--- src/rtl/minsoc_ram_loader.sv ---
// rtl/minsoc_ram_loader.sv - byte stream to Wishbone RAM boot loader
//
// Packs a big-endian byte stream into 32-bit words and writes each word with a
// single Wishbone write to consecutive word addresses starting at base_adr.
//
// Ports:
//   wb_clk_i, wb_rst_i          clock, synchronous active-high reset
//   ld_start_i, ld_len_i        start pulse and word count (captured on start)
//   byte_i/byte_valid_i/byte_ready_o  byte stream handshake
//   busy_o, done_o, err_o       status to the boot controller
//   wb_*_o, wb_ack_i, wb_err_i  Wishbone write master (wb_dat_i unused)
module minsoc_ram_loader #(
    parameter int unsigned adr_width   = 13,
    parameter logic [31:0] base_adr    = 32'h0000_0000,
    parameter int unsigned ack_timeout = 255
) (
    input  logic                 wb_clk_i,
    input  logic                 wb_rst_i,
    input  logic                 ld_start_i,
    input  logic [adr_width:0]   ld_len_i,
    input  logic [7:0]           byte_i,
    input  logic                 byte_valid_i,
    output logic                 byte_ready_o,
    output logic                 busy_o,
    output logic                 done_o,
    output logic                 err_o,
    output logic [31:0]          wb_adr_o,
    output logic [31:0]          wb_dat_o,
    output logic [3:0]           wb_sel_o,
    output logic                 wb_we_o,
    output logic                 wb_cyc_o,
    output logic                 wb_stb_o,
    input  logic [31:0]          wb_dat_i,
    input  logic                 wb_ack_i,
    input  logic                 wb_err_i
);

    typedef enum logic [2:0] {
        S_IDLE    = 3'd0,
        S_COLLECT = 3'd1,
        S_WRITE   = 3'd2,
        S_DONE    = 3'd3,
        S_ERROR   = 3'd4
    } state_t;

    localparam logic [7:0]         tmo_limit = 8'(ack_timeout);
    localparam logic [adr_width:0] cnt_one   = {{adr_width{1'b0}}, 1'b1};

    state_t               state_q, state_d;
    logic [adr_width:0]   len_q, len_d;
    logic [adr_width:0]   word_cnt_q, word_cnt_d;
    logic [1:0]           byte_cnt_q, byte_cnt_d;
    logic [7:0]           tmo_q, tmo_d;
    logic [31:0]          word_q, word_d;
    logic [31:0]          adr_q, adr_d;
    logic [31:0]          dat_q, dat_d;
    logic                 byte_ready_q, byte_ready_d;
    logic                 busy_q, busy_d;
    logic                 done_q, done_d;
    logic                 err_q, err_d;
    logic                 cyc_q, cyc_d;

    logic                 accept;
    logic [adr_width:0]   word_cnt_inc;
    logic [7:0]           tmo_inc;
    logic [31:0]          word_next;
    logic                 unused_dat;

    // Write-only master: read data is intentionally ignored.
    assign unused_dat = ^wb_dat_i;

    assign accept       = byte_valid_i & byte_ready_q;
    assign word_cnt_inc = word_cnt_q + cnt_one;
    assign tmo_inc      = tmo_q + 8'd1;
    // Shifting left on every byte leaves byte 0 in [31:24] after four bytes.
    assign word_next    = {word_q[23:0], byte_i};

    always_comb begin
        state_d    = state_q;
        len_d      = len_q;
        word_cnt_d = word_cnt_q;
        byte_cnt_d = byte_cnt_q;
        tmo_d      = tmo_q;
        word_d     = word_q;
        adr_d      = adr_q;
        dat_d      = dat_q;

        case (state_q)
            S_IDLE, S_DONE, S_ERROR: begin
                if (ld_start_i) begin
                    len_d      = ld_len_i;
                    word_cnt_d = '0;
                    byte_cnt_d = '0;
                    tmo_d      = '0;
                    state_d    = (ld_len_i == '0) ? S_DONE : S_COLLECT;
                end else if (state_q == S_DONE) begin
                    state_d = S_IDLE;
                end
            end
            S_COLLECT: begin
                if (accept) begin
                    word_d     = word_next;
                    byte_cnt_d = byte_cnt_q + 2'd1;
                    if (byte_cnt_q == 2'd3) begin
                        // Address and data are latched once so they stay
                        // stable for however long the slave takes to answer.
                        adr_d   = base_adr + 32'({word_cnt_q, 2'b00});
                        dat_d   = word_next;
                        tmo_d   = '0;
                        state_d = S_WRITE;
                    end
                end
            end
            S_WRITE: begin
                if (wb_err_i) begin
                    state_d = S_ERROR;
                end else if (wb_ack_i) begin
                    word_cnt_d = word_cnt_inc;
                    state_d    = (word_cnt_inc == len_q) ? S_DONE : S_COLLECT;
                end else begin
                    tmo_d = tmo_inc;
                    if (tmo_inc == tmo_limit) begin
                        state_d = S_ERROR;
                    end
                end
            end
            default: state_d = S_IDLE;
        endcase

        // Status and bus controls are registered from the next state so they
        // line up with the state they describe.
        byte_ready_d = (state_d == S_COLLECT);
        busy_d       = (state_d == S_COLLECT) || (state_d == S_WRITE);
        done_d       = (state_d == S_DONE);
        err_d        = (state_d == S_ERROR);
        cyc_d        = (state_d == S_WRITE);
    end

    always_ff @(posedge wb_clk_i) begin
        if (wb_rst_i) begin
            state_q      <= S_IDLE;
            len_q        <= '0;
            word_cnt_q   <= '0;
            byte_cnt_q   <= '0;
            tmo_q        <= '0;
            word_q       <= '0;
            adr_q        <= '0;
            dat_q        <= '0;
            byte_ready_q <= 1'b0;
            busy_q       <= 1'b0;
            done_q       <= 1'b0;
            err_q        <= 1'b0;
            cyc_q        <= 1'b0;
        end else begin
            state_q      <= state_d;
            len_q        <= len_d;
            word_cnt_q   <= word_cnt_d;
            byte_cnt_q   <= byte_cnt_d;
            tmo_q        <= tmo_d;
            word_q       <= word_d;
            adr_q        <= adr_d;
            dat_q        <= dat_d;
            byte_ready_q <= byte_ready_d;
            busy_q       <= busy_d;
            done_q       <= done_d;
            err_q        <= err_d;
            cyc_q        <= cyc_d;
        end
    end

    assign byte_ready_o = byte_ready_q;
    assign busy_o       = busy_q;
    assign done_o       = done_q;
    assign err_o        = err_q;
    assign wb_adr_o     = adr_q;
    assign wb_dat_o     = dat_q;
    assign wb_cyc_o     = cyc_q;
    assign wb_stb_o     = cyc_q;
    assign wb_we_o      = cyc_q;
    assign wb_sel_o     = {4{cyc_q}};

endmodule

--- config.mk ---
export PLATFORM = sky130hd
export DESIGN_NAME = minsoc_ram_loader
export DESIGN_NICKNAME = d
export VERILOG_FILES = /design/src/rtl/minsoc_ram_loader.sv
export SDC_FILE = /design/constraint.sdc
export NUM_CORES = 1
export LEC_CHECK = 0
export BUFFER_PORTS_ARGS = -buffer_cell sky130_fd_sc_hd__buf_2
export CAP_MARGIN = 10
export CORE_ASPECT_RATIO = 1.2
export CORE_UTILIZATION = 59
export CTS_BUF_LIST = sky130_fd_sc_hd__clkbuf_8
export DETAILED_ROUTE_END_ITERATION = 7
export PLACE_DENSITY = 0.88
export SKIP_CTS_REPAIR_TIMING = 1
export SYNTH_ARGS = -nofsm -noshare
export SYNTH_HDL_FRONTEND = slang
export SYNTH_SLANG_ARGS = --single-unit
--- constraint.sdc ---
create_clock -name wb_clk_i -period 4.7 [get_ports wb_clk_i]
set_input_delay 0.94 -clock wb_clk_i [delete_from_list [all_inputs] [get_ports wb_clk_i]]
set_output_delay 0.94 -clock wb_clk_i [all_outputs]
set_load 0.005 [all_outputs]
* Word level (Yosys, flattened, before mapping)
Cells that the tools add are included.
Operators by class: add/sub/neg operators 3, eq/ne operators 17, multiplexer cells 23, bitwise gates (word level) 1, reductions and logical operators 13
Operator list (count):
- 14-bit two-way mux | 3
- 8-bit two-way mux | 5
- 14-bit one-hot mux with 2 select lines | 1
- 8-bit one-hot mux with 3 select lines | 1
- 3-bit two-way mux | 7
- 14-bit by 1-bit adder with 14-bit output (second input constant) | 1
- 14-bit equality test | 1
- 14-bit zero test | 1
- 3-bit by 2-bit equality test with 1-bit output (second input constant) | 4
- 2-bit != test (second input constant) | 6
- 3-bit one-hot mux with 3 select lines | 1
- 8-bit by 1-bit adder with 8-bit output (second input constant) | 1
- 8-bit equality test (second input constant) | 1
- 2-bit two-way mux | 4
- 3-bit by 1-bit equality test with 1-bit output (second input constant) | 2
- 3-bit equality test (second input constant) | 2
- 3-bit AND reduction | 2
- 6-bit AND reduction | 1
- 2-bit one-hot mux with 2 select lines | 1
- 2-bit AND reduction | 2
- 4-bit AND reduction | 1
- 2-bit nonzero test | 2
- 3-bit zero test | 1
- 3-bit nonzero test | 1
- other kinds (5) | 5
Storage, ports and cells: register bits 116, input port bits 60, word-level logic and storage cells 70

* Depth between registers and ports, before layout
Gate-level depths: netlist (run 1).
depth in word-level cells 8, gate-level depth with buffers 9

* Worst setup path after synthesis (run 1)
No wires, ideal clock.
path type input to register, start in wb_ack_i, end reg busy_q, in the netlist busy_o, setup time 0.120 ns, arrival 2.485 ns, required time 4.580 ns, slack 2.095 ns, stages 6, path buffers 0, cells stage by stage or4_1 a211oi_2 o311ai_1 a41oi_2 nor4b_4 or2_1
On the way: cells in the longest elaborated chain, start to end 5, elaborated cells between the ends (all ways) 6
RTL lines:
- start, declared | line 34 | input logic wb_ack_i,
- 3-bit two-way mux * | line 117 | end else if (wb_ack_i) begin
- 3-bit two-way mux * | line 115 | if (wb_err_i) begin
- 3-bit one-hot mux with 3 select lines * | line 88 | case (state_q)
- 3-bit by 1-bit equality test with 1-bit output / 3-bit by 2-bit equality test with 1-bit output (equally long branches) | line 133 | busy_d = (state_d == S_COLLECT) || (state_d == S_WRITE);
- 1-bit logical OR * | line 133
- end signal, assigned | line 164 | busy_q <= busy_d;
- end, declared | line 58 | logic busy_q, busy_d;
Every way passes the cells marked *; elsewhere a longest branch is shown, timed or not. A chain may end at the register's enable or synchronous reset.

* Worst setup path after layout (run 1)
start reg state_q[0], end reg dat_q[30], in the netlist wb_dat_o[30]
On the way: cells in the longest elaborated chain, start to end 2
RTL lines:
- start, declared | line 49 | state_t state_q, state_d;
- start signal, assigned | line 155 | state_q <= state_d;
- 3-bit by 1-bit equality test with 1-bit output | line 88
- 3-bit AND reduction (no source line)
- end signal, assigned | line 162 | dat_q <= dat_d;
- end, declared | line 56 | logic [31:0] dat_q, dat_d;
Every way passes these cells.

==> impl_summary.txt, run 1 <==
----------------------------------------------------
[Run status]
  Status ... completed

[Yosys]
  Synth async-reset ratio ... 0%
  Post-synthesis sequential area ratio ... between 40 and 50%
  Proportion of netlist area held by the largest area contributor ... around 45%
  Cell taking the most area after synthesis ... sky130_fd_sc_hd__dfxtp_1
  Most used flip-flop cell after synthesis ... sky130_fd_sc_hd__dfxtp_1
  Synthesized flop and latch total ... between 100 and 150
  Average footprint of a synthesized cell ... 8.031 um^2
  Post-synth EDFFs ... 0
  Warnings from Yosys ... 0
  Top area cells in the synthesized netlist ... sky130_fd_sc_hd__dfxtp_1 (45%), sky130_fd_sc_hd__nand2_1 (11%), sky130_fd_sc_hd__a21oi_1 (9.6%), sky130_fd_sc_hd__buf_4 (3.8%), sky130_fd_sc_hd__nor2_1 (3.3%)
  Number of unique standard cell types used by synthesis ... 55
  Number of instances in the synthesized netlist ... between 600 and 700
  Cell area after synthesis ... around 5200 um^2

[Setup path]
  End of the worst register-to-register path ... wb_dat_o[30]
  Largest stage delay, worst path ... 0.80 ns
  Arrival time worst endpoint ... 3.31 ns
  Crit path max fanout ... 32
  CP endpoint kind ... register
  Crit Reg-Reg Startpoint ... state_q[0]
  Worst reg2reg path depth ... 6
  Slack of the worst reg-to-reg path ... roughly 1.8 ns
  Critical path startpoint category ... register
  Critical Path End ... wb_dat_o[30]
  Worst setup startpoint ... state_q[0]
  Critical path start-end classification ... reg2reg
  Crit-path slowest cell ... sky130_fd_sc_hd__and3_1
  Required time of the worst setup path ... 5.07 ns
  Worst path cell trace ... nor3b_1 > and3_1 > and2_1 > buf_4 > nand2_1 > a21oi_1

[STA]
  Total negative slack for setup checks ... 0 ns
  Setup repair after global routing missed its margin ... false
  Hold violation count in the final report ... 0
  Final Slew Violations ... 0
  Relative slew slack ... a little under a quarter
  Final setup violation count ... 0
  Crit share post-route ... between 60 and 70%
  Tightest Pin Transition ... around 1.1 ns
  Skew final ... ~0.01 ns
  Top achievable clock speed ... 340.3 MHz
  Crit path time final ... approximately 2.9 ns

[Clock tree]
  Total CTS buffers ... 17
  Worst-Skew Late Latency ... approximately 0.45 ns
  Clock-pin transition on the worst setup and hold timing paths ... approximately 0.070 ns
  TritonCTS Sinks ... roughly 120
  CTS tree ... built
  Clock root buffer ... sky130_fd_sc_hd__clkbuf_8
  H-tree Lvls ... 4
  Number of buffers on the longest clock path ... 2

[Placed design]
  Count of placed standard cells including taps ... roughly 800
  Buffers on Ports ... 84
  Routability congestion estimate ... roughly 0.93
  HPWL after detailed placement ... ~7500 um

[Pwr]
  IR drop worst, VDD ... around 0.00017 V
  Cell Pwr Density ... 342.5 nW/um^2
  Leakage component of the power ... around 2.3 nW

[Routing]
  DRC violation count after routing ... 0
  Initial DRC count ... between 300 and 400
  Number of iterations in the first detailed-routing pass ... 5
  Post-detailed-route via-to-cell ratio ... 5.437
  Via count ... 4,502
  Post-detailed-routing wire length ... between 10,000 and 15,000 um
  Average detailed-routed wire length per instance ... about 13 um
  Post-detailed-route count of antenna-violating nets ... 0

[Floorplanning]
  Initial cell density of the core ... between 60% and 70%
  Die Footprint ... ~9000 um^2
  Height of the die ... ~100 um
  Num ports ... between 100 and 150
  Row count ... 37
  Core Area ... ~8500 um^2
  Die X-Extent ... approximately 87 um

[GRT]
  Wire length of the first global-routing pass ... ~18,000 um
  Pin count of the biggest net entering global routing ... between 60 and 70
  Total gr overflow ... 0
  Antenna violations before repair ... 0
  Vias in the first global route ... between 4,000 and 5,000
  Global router's overall resource usage ... between 20 and 25%

[Finish]
  Fraction of layout cells with a size suffix above 1 ... between 10% and 20%
  Most common cell after layout, fill and taps aside ... sky130_fd_sc_hd__nand2_1
  Signed area change from the synthesized netlist to the final layout ... 13.42%
  Final std cells w/o fill ... approximately 830
  Top library cells by usage in the layout, fill and taps aside ... sky130_fd_sc_hd__nand2_1 (155), sky130_fd_sc_hd__dfxtp_1 (116), sky130_fd_sc_hd__a21oi_1 (99)
  Antenna cells ... 0
  Post-layout net count ... 763

[Worst hold path]
  Path category of the worst min-delay check ... reg2reg

[Run]
  Count of max-cap constraint violations ... 0

----------------------------------------------------
[flip-flops by register name (all words and copies together) (netlist names)]
| signal | flops |
|---|---|
| busy_o | 1 |
| byte_cnt_q | 2 |
| byte_ready_o | 1 |
| done_o | 1 |
| err_o | 1 |
| len_q | 14 |
| state_q | 3 |
| tmo_q | 8 |
| wb_adr_o | 14 |
| wb_cyc_o | 1 |
| wb_dat_o | 32 |
| word_cnt_q | 14 |
| word_q | 24 |
[power by group]
part / internal, mW / leakage (nW) / switching (mW) / total [mW]
clock network: 0.495 / 0.190 / 0.407 / 0.902
logic: 0.0388 / 1.18 / 0.0615 / 0.100
registers: 0.994 / 0.937 / 0.00955 / 1.00
total: 1.53 / 2.31 / 0.478 / 2.01
[cell type report]
class / count / area, um^2
multi-input cells: 472 / 2527
repair buffers: 88 / 452.9
inverters: 4 / 15.01
clock inverters: 12 / 131.4
clock buffers: 19 / 261.5
well taps: 117 / 146.4
fillers: 691 / 2661
flip-flops and latches: 116 / 2322
[layer usage]
metal	up-vias	GRT usage (%)	share of wire, %
li1	2233	-	-
met1	2075	29.55	41
met2	163	40.40	51
met3	31	6.270	5.3
met4	0	14.52	2.8
met5	-	0	0
[cell families (layout without fill, tap and decap cells)]
family | Yosys count | count (layout) | synth area share [%]
DFF | 116 | 116 | 44.97
AOI/OAI and AO/OA | 135 | 135 | 14.71
and+or+nand+nor | 278 | 278 | 25.25
other | 1 | 18 | 0.07262
buffers and inverters | 72 | 123 | 7.318
adders and majority gates | 4 | 4 | 0.9693
xor gates and xnor gates | 20 | 20 | 3.392
muxes | 17 | 17 | 3.320
[worst min path at each step]
| stage | start | endpoint | slack, ns | depth (start not counted) |
|---|---|---|---|---|
| 2_1_floorplan | word_q[16] | wb_dat_o[24] | 0.43 | 2 |
| 3_3_place_gp | wb_dat_o[6] | wb_dat_o[6] | 0.44 | 2 |
| 3_5_place_dp | word_q[23] | wb_dat_o[31] | 0.44 | 2 |
| 4_1_cts | word_q[23] | wb_dat_o[31] | 0.45 | 2 |
| 5_1_grt | wb_dat_o[8] | wb_dat_o[8] | 0.47 | 2 |
| 6_report | wb_adr_o[5] | wb_adr_o[5] | 0.45 | 2 |
[worst max-delay path: cells and delay by family (launching register included)]
family	cells	cell delay, ns
buffers and inverters	1	0.40
and+or+nand+nor	4	1.86
DFF	1	0.45
AOI/OAI and AO/OA	1	0.14
[synth_stat cells, types with 2 or more instances]
cell type                  number
sky130_fd_sc_hd__o21ai_0       19
sky130_fd_sc_hd__or4_1          4
sky130_fd_sc_hd__o21bai_1       2
sky130_fd_sc_hd__buf_1          4
sky130_fd_sc_hd__nand3b_1       5
sky130_fd_sc_hd__and2_1         3
sky130_fd_sc_hd__buf_4         26
sky130_fd_sc_hd__mux2i_1       16
sky130_fd_sc_hd__nand2_1      155
sky130_fd_sc_hd__nand3_1       14
sky130_fd_sc_hd__nand2b_1       3
sky130_fd_sc_hd__or4b_4         2
sky130_fd_sc_hd__nand4_1        5
sky130_fd_sc_hd__clkbuf_1      30
sky130_fd_sc_hd__inv_1          4
sky130_fd_sc_hd__nor3_1         7
sky130_fd_sc_hd__buf_2          8
sky130_fd_sc_hd__ha_1           4
sky130_fd_sc_hd__a211oi_2       2
sky130_fd_sc_hd__dfxtp_1      116
sky130_fd_sc_hd__nor2b_1        5
sky130_fd_sc_hd__a21oi_1       99
sky130_fd_sc_hd__or3_1          5
sky130_fd_sc_hd__nor3_2         2
sky130_fd_sc_hd__nor4_1         2
sky130_fd_sc_hd__nor2_1        46
sky130_fd_sc_hd__nand4b_1       3
sky130_fd_sc_hd__o211ai_1       2
sky130_fd_sc_hd__xor2_1         3
sky130_fd_sc_hd__xnor2_1       17
sky130_fd_sc_hd__and3_1         6
[through the flow]
step	setup WS [ns]	hold WS [ns]	power, mW	utilization, %	area, um^2
after floorplan	2.095	0.4321	1.105	-	5228
after global placement	1.653	0.4386	1.121	64.15	5464
after detailed placement	1.662	0.4424	1.125	64.15	5464
after CTS	1.788	0.4529	2.011	68.76	5857
after global routing	1.457	0.4734	2.066	68.76	5857
final	1.761	0.4522	2.006	68.76	5857
No activity file was read; power rests on OpenSTA's default activity.
==> run 2: changes to the inputs <==
ABC_AREA = 1   (was default)
CORE_UTILIZATION = 49   (was 59)
PLACE_DENSITY = 0.78   (was 0.88)
clock period = 2.6 ns   (was 4.7 ns; I/O delays follow)
==> impl_summary.txt, run 2 <==
----------------------------------------------------
[STA]
  Setup repair after global routing missed its margin ... false (unchanged)
  Crit share post-route ... 82.44% (was 62.53%)
  Tightest Pin Transition ... 0.7386 ns (was 1.143 ns)
  Total negative slack for setup checks ... 0 ns (unchanged)
  Final Slew Violations ... 0 (unchanged)
  Top achievable clock speed ... 466.5 MHz (was 340.3 MHz)
  Hold violation count in the final report ... 0 (unchanged)
  Crit path time final ... 2.144 ns (was 2.939 ns)
  Skew final ... 0.009151 ns (was 0.01006 ns)
  Relative slew slack ... 50.61% (was 22.98%)
  Final setup violation count ... 0 (unchanged)

[GRT]
  Antenna violations before repair ... 0 (unchanged)
  Global-route met3 utilization ... 6.242% (was 6.270%)
  M2 GR Usage ... 43.33% (was 40.40%)
  Pin count of the biggest net entering global routing ... 54 (was 61)
  Total gr overflow ... 0 (unchanged)
  Met1 Resource Use GR ... 26.42% (was 29.55%)
  Wire length of the first global-routing pass ... 20,360 um (was 17,890 um)
  GRT Max-Usage Layer ... met2 (unchanged)
  Vias in the first global route ... 4,539 (was 4,016)
  Global router's overall resource usage ... 24.21% (was 24.99%)

[Clock tree]
  Worst-Skew Late Latency ... 0.44 ns (was 0.45 ns)
  Total CTS buffers ... 17 (unchanged)
  Number of buffers on the longest clock path ... 2 (unchanged)
  H-tree Lvls ... 4 (unchanged)
  CTS tree ... built (unchanged)
  Clock root buffer ... sky130_fd_sc_hd__clkbuf_8 (unchanged)
  TritonCTS Sinks ... 116 (unchanged)
  Clock-pin transition on the worst setup and hold timing paths ... 0.08 ns (was 0.07 ns)

[Yosys]
  Proportion of netlist area held by the largest area contributor ... 45.24% (was 44.97%)
  Post-synth EDFFs ... 0 (unchanged)
  Number of unique standard cell types used by synthesis ... 40 (was 55)
  Top cell types by occurrence after synthesis ... sky130_fd_sc_hd__dfxtp_1 (116), sky130_fd_sc_hd__nand2_1 (114), sky130_fd_sc_hd__nor2_1 (82) (was sky130_fd_sc_hd__nand2_1 (155), sky130_fd_sc_hd__dfxtp_1 (116), sky130_fd_sc_hd__a21oi_1 (99))
  Synthesized flop and latch total ... 116 (unchanged)
  Post-synthesis sequential area ratio ... 45.24% (was 44.97%)
  Top area cells in the synthesized netlist ... sky130_fd_sc_hd__dfxtp_1 (45%), sky130_fd_sc_hd__nand2_1 (8.3%), sky130_fd_sc_hd__a21oi_1 (6.9%), sky130_fd_sc_hd__nor2_1 (6.0%), sky130_fd_sc_hd__o21ai_0 (5.8%) (was sky130_fd_sc_hd__dfxtp_1 (45%), sky130_fd_sc_hd__nand2_1 (11%), sky130_fd_sc_hd__a21oi_1 (9.6%), sky130_fd_sc_hd__buf_4 (3.8%), sky130_fd_sc_hd__nor2_1 (3.3%))
  Synth async-reset ratio ... 0% (unchanged)
  Cell area after synthesis ... 5134 um^2 (was 5164 um^2)
  Warnings from Yosys ... 0 (unchanged)
  Most repeated cell in the gate-level netlist after synthesis ... sky130_fd_sc_hd__dfxtp_1 (was sky130_fd_sc_hd__nand2_1)
  Cell taking the most area after synthesis ... sky130_fd_sc_hd__dfxtp_1 (unchanged)
  Average footprint of a synthesized cell ... 7.516 um^2 (was 8.031 um^2)
  Number of instances in the synthesized netlist ... 683 (was 643)
  Most used flip-flop cell after synthesis ... sky130_fd_sc_hd__dfxtp_1 (unchanged)

[Pwr]
  Internal power component ... 2.598 mW (was 1.528 mW)
  Leakage component of the power ... 2.561 nW (was 2.311 nW)
  Power, Total ... 3.545 mW (was 2.006 mW)
  Cell Pwr Density ... 602.0 nW/um^2 (was 342.5 nW/um^2)
  Share of total power in combinational logic ... 6.0% (was 5.0%)
  Part of the total power dissipated in sequential elements ... 51.7% (was 50.0%)
  Switching part of the total power ... 26.71% (was 23.84%)
  IR drop worst, VDD ... 0.0003375 V (was 0.0001749 V)
  Sw Pwr ... 0.9468 mW (was 0.4782 mW)
  Part of the power in the clock network ... 42.3% (was 45.0%)

[Setup path]
  Crit Reg-Reg Startpoint ... word_cnt_q[1] (was state_q[0])
  CP endpoint kind ... register (unchanged)
  End of the worst register-to-register path ... busy_o (was wb_dat_o[30])
  Cell family contributing the most delay on the critical path ... simple AND/OR/NAND/NOR gates (unchanged)
  Crit-path slowest cell ... sky130_fd_sc_hd__dfxtp_1 (was sky130_fd_sc_hd__and3_1)
  Required time of the worst setup path ... 2.99 ns (was 5.07 ns)
  Crit path max fanout ... 5 (was 32)
  Worst reg2reg path depth ... 15 (was 6)
  Buf/Inv on CP ... 0 (was 1)
  Largest stage delay, worst path ... 0.41 ns (was 0.80 ns)
  Slack of the worst reg-to-reg path ... 0.46 ns (was 1.76 ns)
  Critical path start-end classification ... reg2reg (unchanged)
  Worst path cell trace ... ha_1 > nand3_1 > nor2_1 > nand2_1 > nand2_1 > nand3_1 > nand2_1 > nand3_1 > nor2_1 > nand3_1 > nand2_1 > nand2_2 > nand2_2 > nand3_2 > nand2_1 (was nor3b_1 > and3_1 > and2_1 > buf_4 > nand2_1 > a21oi_1)
  Top cell by count, worst path ... sky130_fd_sc_hd__nand2_1
  Critical path startpoint category ... register (unchanged)
  Arrival time worst endpoint ... 2.53 ns (was 3.31 ns)

[Finish]
  Antenna cells ... 0 (unchanged)
  Fraction of layout cells with a size suffix above 1 ... 18.86% (was 18.99%)
  Number of flip-flops under the largest register name ... 32 (unchanged)
  Most common cell after layout, fill and taps aside ... sky130_fd_sc_hd__dfxtp_1 (was sky130_fd_sc_hd__nand2_1)
  Signed area change from the synthesized netlist to the final layout ... 14.70% (was 13.42%)
  Post-layout net count ... 820 (was 763)
  Top library cells by usage in the layout, fill and taps aside ... sky130_fd_sc_hd__dfxtp_1 (116), sky130_fd_sc_hd__nand2_1 (114), sky130_fd_sc_hd__buf_2 (84) (was sky130_fd_sc_hd__nand2_1 (155), sky130_fd_sc_hd__dfxtp_1 (116), sky130_fd_sc_hd__a21oi_1 (99))

[Floorplanning]
  Height of the die ... 114.1 um (was 104.5 um)
  Row count ... 40 (was 37)
  Die X-Extent ... 95.44 um (was 87.40 um)
  Initial cell density of the core ... 50.78% (was 60.62%)
  Num ports ... 135 (unchanged)
  Core Area ... 10,110 um^2 (was 8518 um^2)
  Die Footprint ... 10,890 um^2 (was 9132 um^2)

[Placed design]
  HPWL after detailed placement ... 8700 um (was 7539 um)
  Routability congestion estimate ... 0.8608 (was 0.9314)
  Buffers on Ports ... 84 (unchanged)

[Run status]
  Status ... completed (unchanged)

[Worst hold path]
  Hold-critical path endpoint ... wb_dat_o[4] (was wb_adr_o[5])
  Cells on Worst Hold Path ... 3 (was 2)
  Path category of the worst min-delay check ... in2reg (was reg2reg)
  Critical hold path startpoint ... byte_i[4] (was wb_adr_o[5])

[Routing]
  Post-detailed-route via-to-cell ratio ... 5.341 (was 5.437)
  Post-detailed-route count of antenna-violating nets ... 0 (unchanged)
  DRC violation count after routing ... 0 (unchanged)
  Average detailed-routed wire length per instance ... 13.81 um (was 13.34 um)
  Via count ... 4,780 (was 4,502)
  Number of iterations in the first detailed-routing pass ... 5 (unchanged)
  Initial DRC count ... 242 (was 311)
  Post-detailed-routing wire length ... 12,360 um (was 11,040 um)

[Run]
  Count of max-cap constraint violations ... 0 (unchanged)

----------------------------------------------------
[run 2: final cells by class]
class,count,area [um^2]
fill,952,4222
multi-input combinational,463,2308
clock buffer,19,261.5
tap,126,157.7
timing repair buffer,91,485.5
inverter,67,251.5
clock inverter,13,101.3
sequential,116,2322
[run 2: metal layers]
layer | up-vias | part of all wire [%]
met5 | - | 0
met1 | 2221 | 40
met2 | 156 | 52
li1 | 2369 | -
met4 | 0 | 2.6
met3 | 34 | 5.5
[run 2: worst max-delay path by stage]
stage	startpoint	to	cells past startpoint
2_1_floorplan	word_cnt_q[1]	busy_o	16
3_3_place_gp	word_cnt_q[1]	busy_o	15
3_5_place_dp	word_cnt_q[1]	busy_o	15
4_1_cts	word_cnt_q[1]	busy_o	15
5_1_grt	word_cnt_q[1]	busy_o	17
6_report	word_cnt_q[1]	busy_o	15
[run 2: cell families after synthesis]
group	share of synthesized area, %
compound gates	17.96
xor+xnor	1.024
fa+ha+maj	0.9749
buf+inv	11.04
flops	45.24
other cells	0.07305
simple gates	23.69
[run 2: worst reg2reg max path: cells and delay by family, from the launching register on]
family                   cells  cell delay (ns)
flip-flops                   1             0.41
AND/OR/NAND/NOR             14             1.47
adder cells (fa/ha/maj)      1             0.23
[run 2: through the flow]
stage,worst slack (ns),hold WS [ns],util (%),instance area (um^2),cells
floorplan,0.9156,0.4291,-,5197,700
global placement,0.5684,0.4454,54.65,5525,863
detailed placement,0.4766,0.4472,54.65,5525,863
finish,0.4565,0.3366,58.24,5888,895
global route,0.2584,0.3285,58.24,5888,895
CTS,0.4615,0.3201,58.24,5888,895
[run 2: power groups by stage]
stage	clock [mW]	combinational (mW)	sequential (mW)
floorplan	0	0.160	1.87
global placement	0	0.202	1.87
detailed placement	0	0.210	1.87
CTS	1.52	0.210	1.83
global route	1.61	0.240	1.84
finish	1.50	0.213	1.83
==> run 3: changes to the inputs <==
CORE_UTILIZATION = 55   (was 49)
PLACE_DENSITY = 0.83   (was 0.78)
clock period = 2.1 ns   (was 2.6 ns; I/O delays follow)
==> impl_summary.txt, run 3 (synthesized netlist as in run 2, its figures left out) <==
----------------------------------------------------
[Routing]
  Post-detailed-route via-to-cell ratio ... 5.251 (was 5.341)
  Via count ... 4,700 (was 4,780)
  DRC violation count after routing ... 0 (unchanged)
  Post-detailed-route count of antenna-violating nets ... 0 (unchanged)
  Number of iterations in the first detailed-routing pass ... 5 (unchanged)
  Post-detailed-routing wire length ... 12,330 um (was 12,360 um)
  Average detailed-routed wire length per instance ... 13.77 um (was 13.81 um)
  Initial DRC count ... 237 (was 242)

[Finish]
  Top library cells by usage in the layout, fill and taps aside ... sky130_fd_sc_hd__dfxtp_1 (113), sky130_fd_sc_hd__nand2_1 (111), sky130_fd_sc_hd__buf_2 (84) (was sky130_fd_sc_hd__dfxtp_1 (116), sky130_fd_sc_hd__nand2_1 (114), sky130_fd_sc_hd__buf_2 (84))
  Most common cell after layout, fill and taps aside ... sky130_fd_sc_hd__dfxtp_1 (unchanged)
  Antenna cells ... 0 (unchanged)
  Layout fillers ... 729 (was 952)
  Summed area of non-filler cells in the final layout ... 6022 um^2 (was 5888 um^2)
  Fraction of layout cells with a size suffix above 1 ... 20.77% (was 18.86%)
  Post-layout net count ... 826 (was 820)
  Signed area change from the synthesized netlist to the final layout ... 17.30% (was 14.70%)
  Number of flip-flops under the largest register name ... 32 (unchanged)

[GRT]
  Pin count of the biggest net entering global routing ... 69 (was 54)
  Wire length of the first global-routing pass ... 20,040 um (was 20,360 um)
  Antenna violations before repair ... 0 (unchanged)
  Total gr overflow ... 0 (unchanged)
  Global router's overall resource usage ... 26.28% (was 24.21%)
  Vias in the first global route ... 4,429 (was 4,539)

[Setup path]
  Critical path startpoint category ... register (unchanged)
  Arrival time worst endpoint ... 2.27 ns (was 2.53 ns)
  Worst path cell trace ... ha_4 > nand2_2 > nor2_4 > buf_4 > nand3_1 > nand2_1 > nand2_1 > inv_1 > nand2_1 > nand2_1 > nor2_1 > nand3_1 > nand2_1 > nand2_2 > nand2_2 > nand3_2 > nand2_1 (was ha_1 > nand3_1 > nor2_1 > nand2_1 > nand2_1 > nand3_1 > nand2_1 > nand3_1 > nor2_1 > nand3_1 > nand2_1 > nand2_2 > nand2_2 > nand3_2 > nand2_1)
  Slack of the worst reg-to-reg path ... 0.16 ns (was 0.46 ns)
  End of the worst register-to-register path ... busy_o (unchanged)
  Largest stage delay, worst path ... 0.39 ns (was 0.41 ns)
  Crit path max fanout ... 5 (unchanged)
  Cell family contributing the most delay on the critical path ... simple AND/OR/NAND/NOR gates (unchanged)
  Critical path start-end classification ... reg2reg (unchanged)
  Buf/Inv on CP ... 2 (was 0)
  Crit-path slowest cell ... sky130_fd_sc_hd__dfxtp_2 (was sky130_fd_sc_hd__dfxtp_1)
  CP endpoint kind ... register (unchanged)
  Top cell by count, worst path ... sky130_fd_sc_hd__nand2_1 (unchanged)
  Required time of the worst setup path ... 2.43 ns (was 2.99 ns)
  Crit Reg-Reg Startpoint ... word_cnt_q[1] (unchanged)
  Worst reg2reg path depth ... 17 (was 15)

[Clock tree]
  CTS tree ... built (unchanged)
  Number of buffers on the longest clock path ... 2 (unchanged)
  Clock-pin transition on the worst setup and hold timing paths ... 0.07 ns (was 0.08 ns)
  Worst-Skew Late Latency ... 0.44 ns (about the same)
  TritonCTS Sinks ... 116 (unchanged)
  H-tree Lvls ... 4 (unchanged)
  Total CTS buffers ... 17 (unchanged)
  Clock root buffer ... sky130_fd_sc_hd__clkbuf_8 (unchanged)

[Worst hold path]
  Hold-critical path endpoint ... wb_dat_o[0] (was wb_dat_o[4])
  Cells on Worst Hold Path ... 3 (unchanged)
  Path category of the worst min-delay check ... in2reg (unchanged)
  Critical hold path startpoint ... byte_i[0] (was byte_i[4])

[Floorplanning]
  Die X-Extent ... 90.20 um (was 95.44 um)
  Num ports ... 135 (unchanged)
  Row count ... 38 (was 40)
  Initial cell density of the core ... 56.83% (was 50.78%)
  Height of the die ... 107.8 um (was 114.1 um)
  Core Area ... 9034 um^2 (was 10,110 um^2)
  Die Footprint ... 9726 um^2 (was 10,890 um^2)

[Placed design]
  Routability congestion estimate ... 0.8732 (was 0.8608)
  HPWL after detailed placement ... 8562 um (was 8700 um)
  Placed Instance Area ... 5533 um^2 (was 5525 um^2)
  Buffers on Ports ... 84 (unchanged)

[STA]
  Total negative slack for setup checks ... 0 ns (unchanged)
  Crit path time final ... 1.942 ns (was 2.144 ns)
  Final Slew Violations ... 0 (unchanged)
  Tightest Pin Transition ... 0.7192 ns (was 0.7386 ns)
  Crit share post-route ... 92.47% (was 82.44%)
  Hold violation count in the final report ... 0 (unchanged)
  Worst Hold Margin ... 0.2409 ns (was 0.3366 ns)
  Top achievable clock speed ... 515.0 MHz (was 466.5 MHz)
  Final setup violation count ... 0 (unchanged)
  Relative slew slack ... 51.91% (was 50.61%)
  Skew final ... 0.007719 ns (was 0.009151 ns)

[Pwr]
  IR drop worst, VDD ... 0.0005278 V (was 0.0003375 V)
  Power, Total ... 4.686 mW (was 3.545 mW)
  Cell Pwr Density ... 778.1 nW/um^2 (was 602.0 nW/um^2)
  Leakage component of the power ... 2.619 nW (was 2.561 nW)

[Run status]
  Status ... completed (unchanged)

[Run]
  Count of max-cap constraint violations ... 0 (unchanged)

----------------------------------------------------
==> run 3: final cells by class <==
| class | instances | area, um^2 | share of cell area (%) |
|---|---|---|---|
| Multi-Input combinational cell | 464 | 2359 | 39.16 |
| Clock buffer | 17 | 234.0 | 3.885 |
| Inverter | 67 | 251.5 | 4.176 |
| Sequential cell | 116 | 2326 | 38.62 |
| Tap cell | 120 | 150.1 | 2.493 |
| Timing Repair Buffer | 96 | 523.0 | 8.685 |
| Clock inverter | 15 | 178.9 | 2.971 |
==> run 3: worst max path at each step <==
stage                        end  depth (start not counted)          start
after floorplan           busy_o                         16  word_cnt_q[1]
after global placement    busy_o                         14  word_cnt_q[1]
after detailed placement  busy_o                         14  word_cnt_q[1]
after CTS                 busy_o                         14  word_cnt_q[1]
after global routing      busy_o                         16  word_cnt_q[1]
final                     busy_o                         17  word_cnt_q[1]
==> run 3: report_power, final <==
part / total (mW) / leakage (nW) / internal, mW / switching [mW]
logic: 0.269 / 1.47 / 0.0900 / 0.179
clock network: 2.15 / 0.205 / 1.18 / 0.968
registers: 2.27 / 0.941 / 2.24 / 0.0253
==> run 3: routing by layer <==
layer / GRT usage [%] / vias up / wire, um
li1: - / 2371 / -
met5: 0 / - / 0
met4: 12.33 / 0 / 254
met2: 47.55 / 152 / 6497
met1: 28.31 / 2151 / 4915
met3: 7.415 / 26 / 657
==> run 3: metrics by stage <==
| step | util (%) | cells | setup slack (ns) |
|---|---|---|---|
| floorplan | - | 700 | 0.4156 |
| global placement | 61.25 | 859 | 0.1216 |
| detailed placement | 61.25 | 859 | 0.05187 |
| CTS | 65.82 | 891 | 0.03626 |
| global route | 66.66 | 895 | -0.02802 |
| finish | 66.66 | 895 | 0.1581 |
==> run 3: worst reg2reg max path, cell delays in order, from the launching register on <==
cell,delay (ns)
sky130_fd_sc_hd__dfxtp_2,0.39
sky130_fd_sc_hd__ha_4,0.16
sky130_fd_sc_hd__nand2_2,0.08
sky130_fd_sc_hd__nor2_4,0.17
sky130_fd_sc_hd__buf_4,0.14
sky130_fd_sc_hd__nand3_1,0.08
sky130_fd_sc_hd__nand2_1,0.08
sky130_fd_sc_hd__nand2_1,0.08
sky130_fd_sc_hd__inv_1,0.08
sky130_fd_sc_hd__nand2_1,0.05
sky130_fd_sc_hd__nand2_1,0.05
sky130_fd_sc_hd__nor2_1,0.04
sky130_fd_sc_hd__nand3_1,0.08
sky130_fd_sc_hd__nand2_1,0.07
sky130_fd_sc_hd__nand2_2,0.09
sky130_fd_sc_hd__nand2_2,0.06
sky130_fd_sc_hd__nand3_2,0.07
sky130_fd_sc_hd__nand2_1,0.05
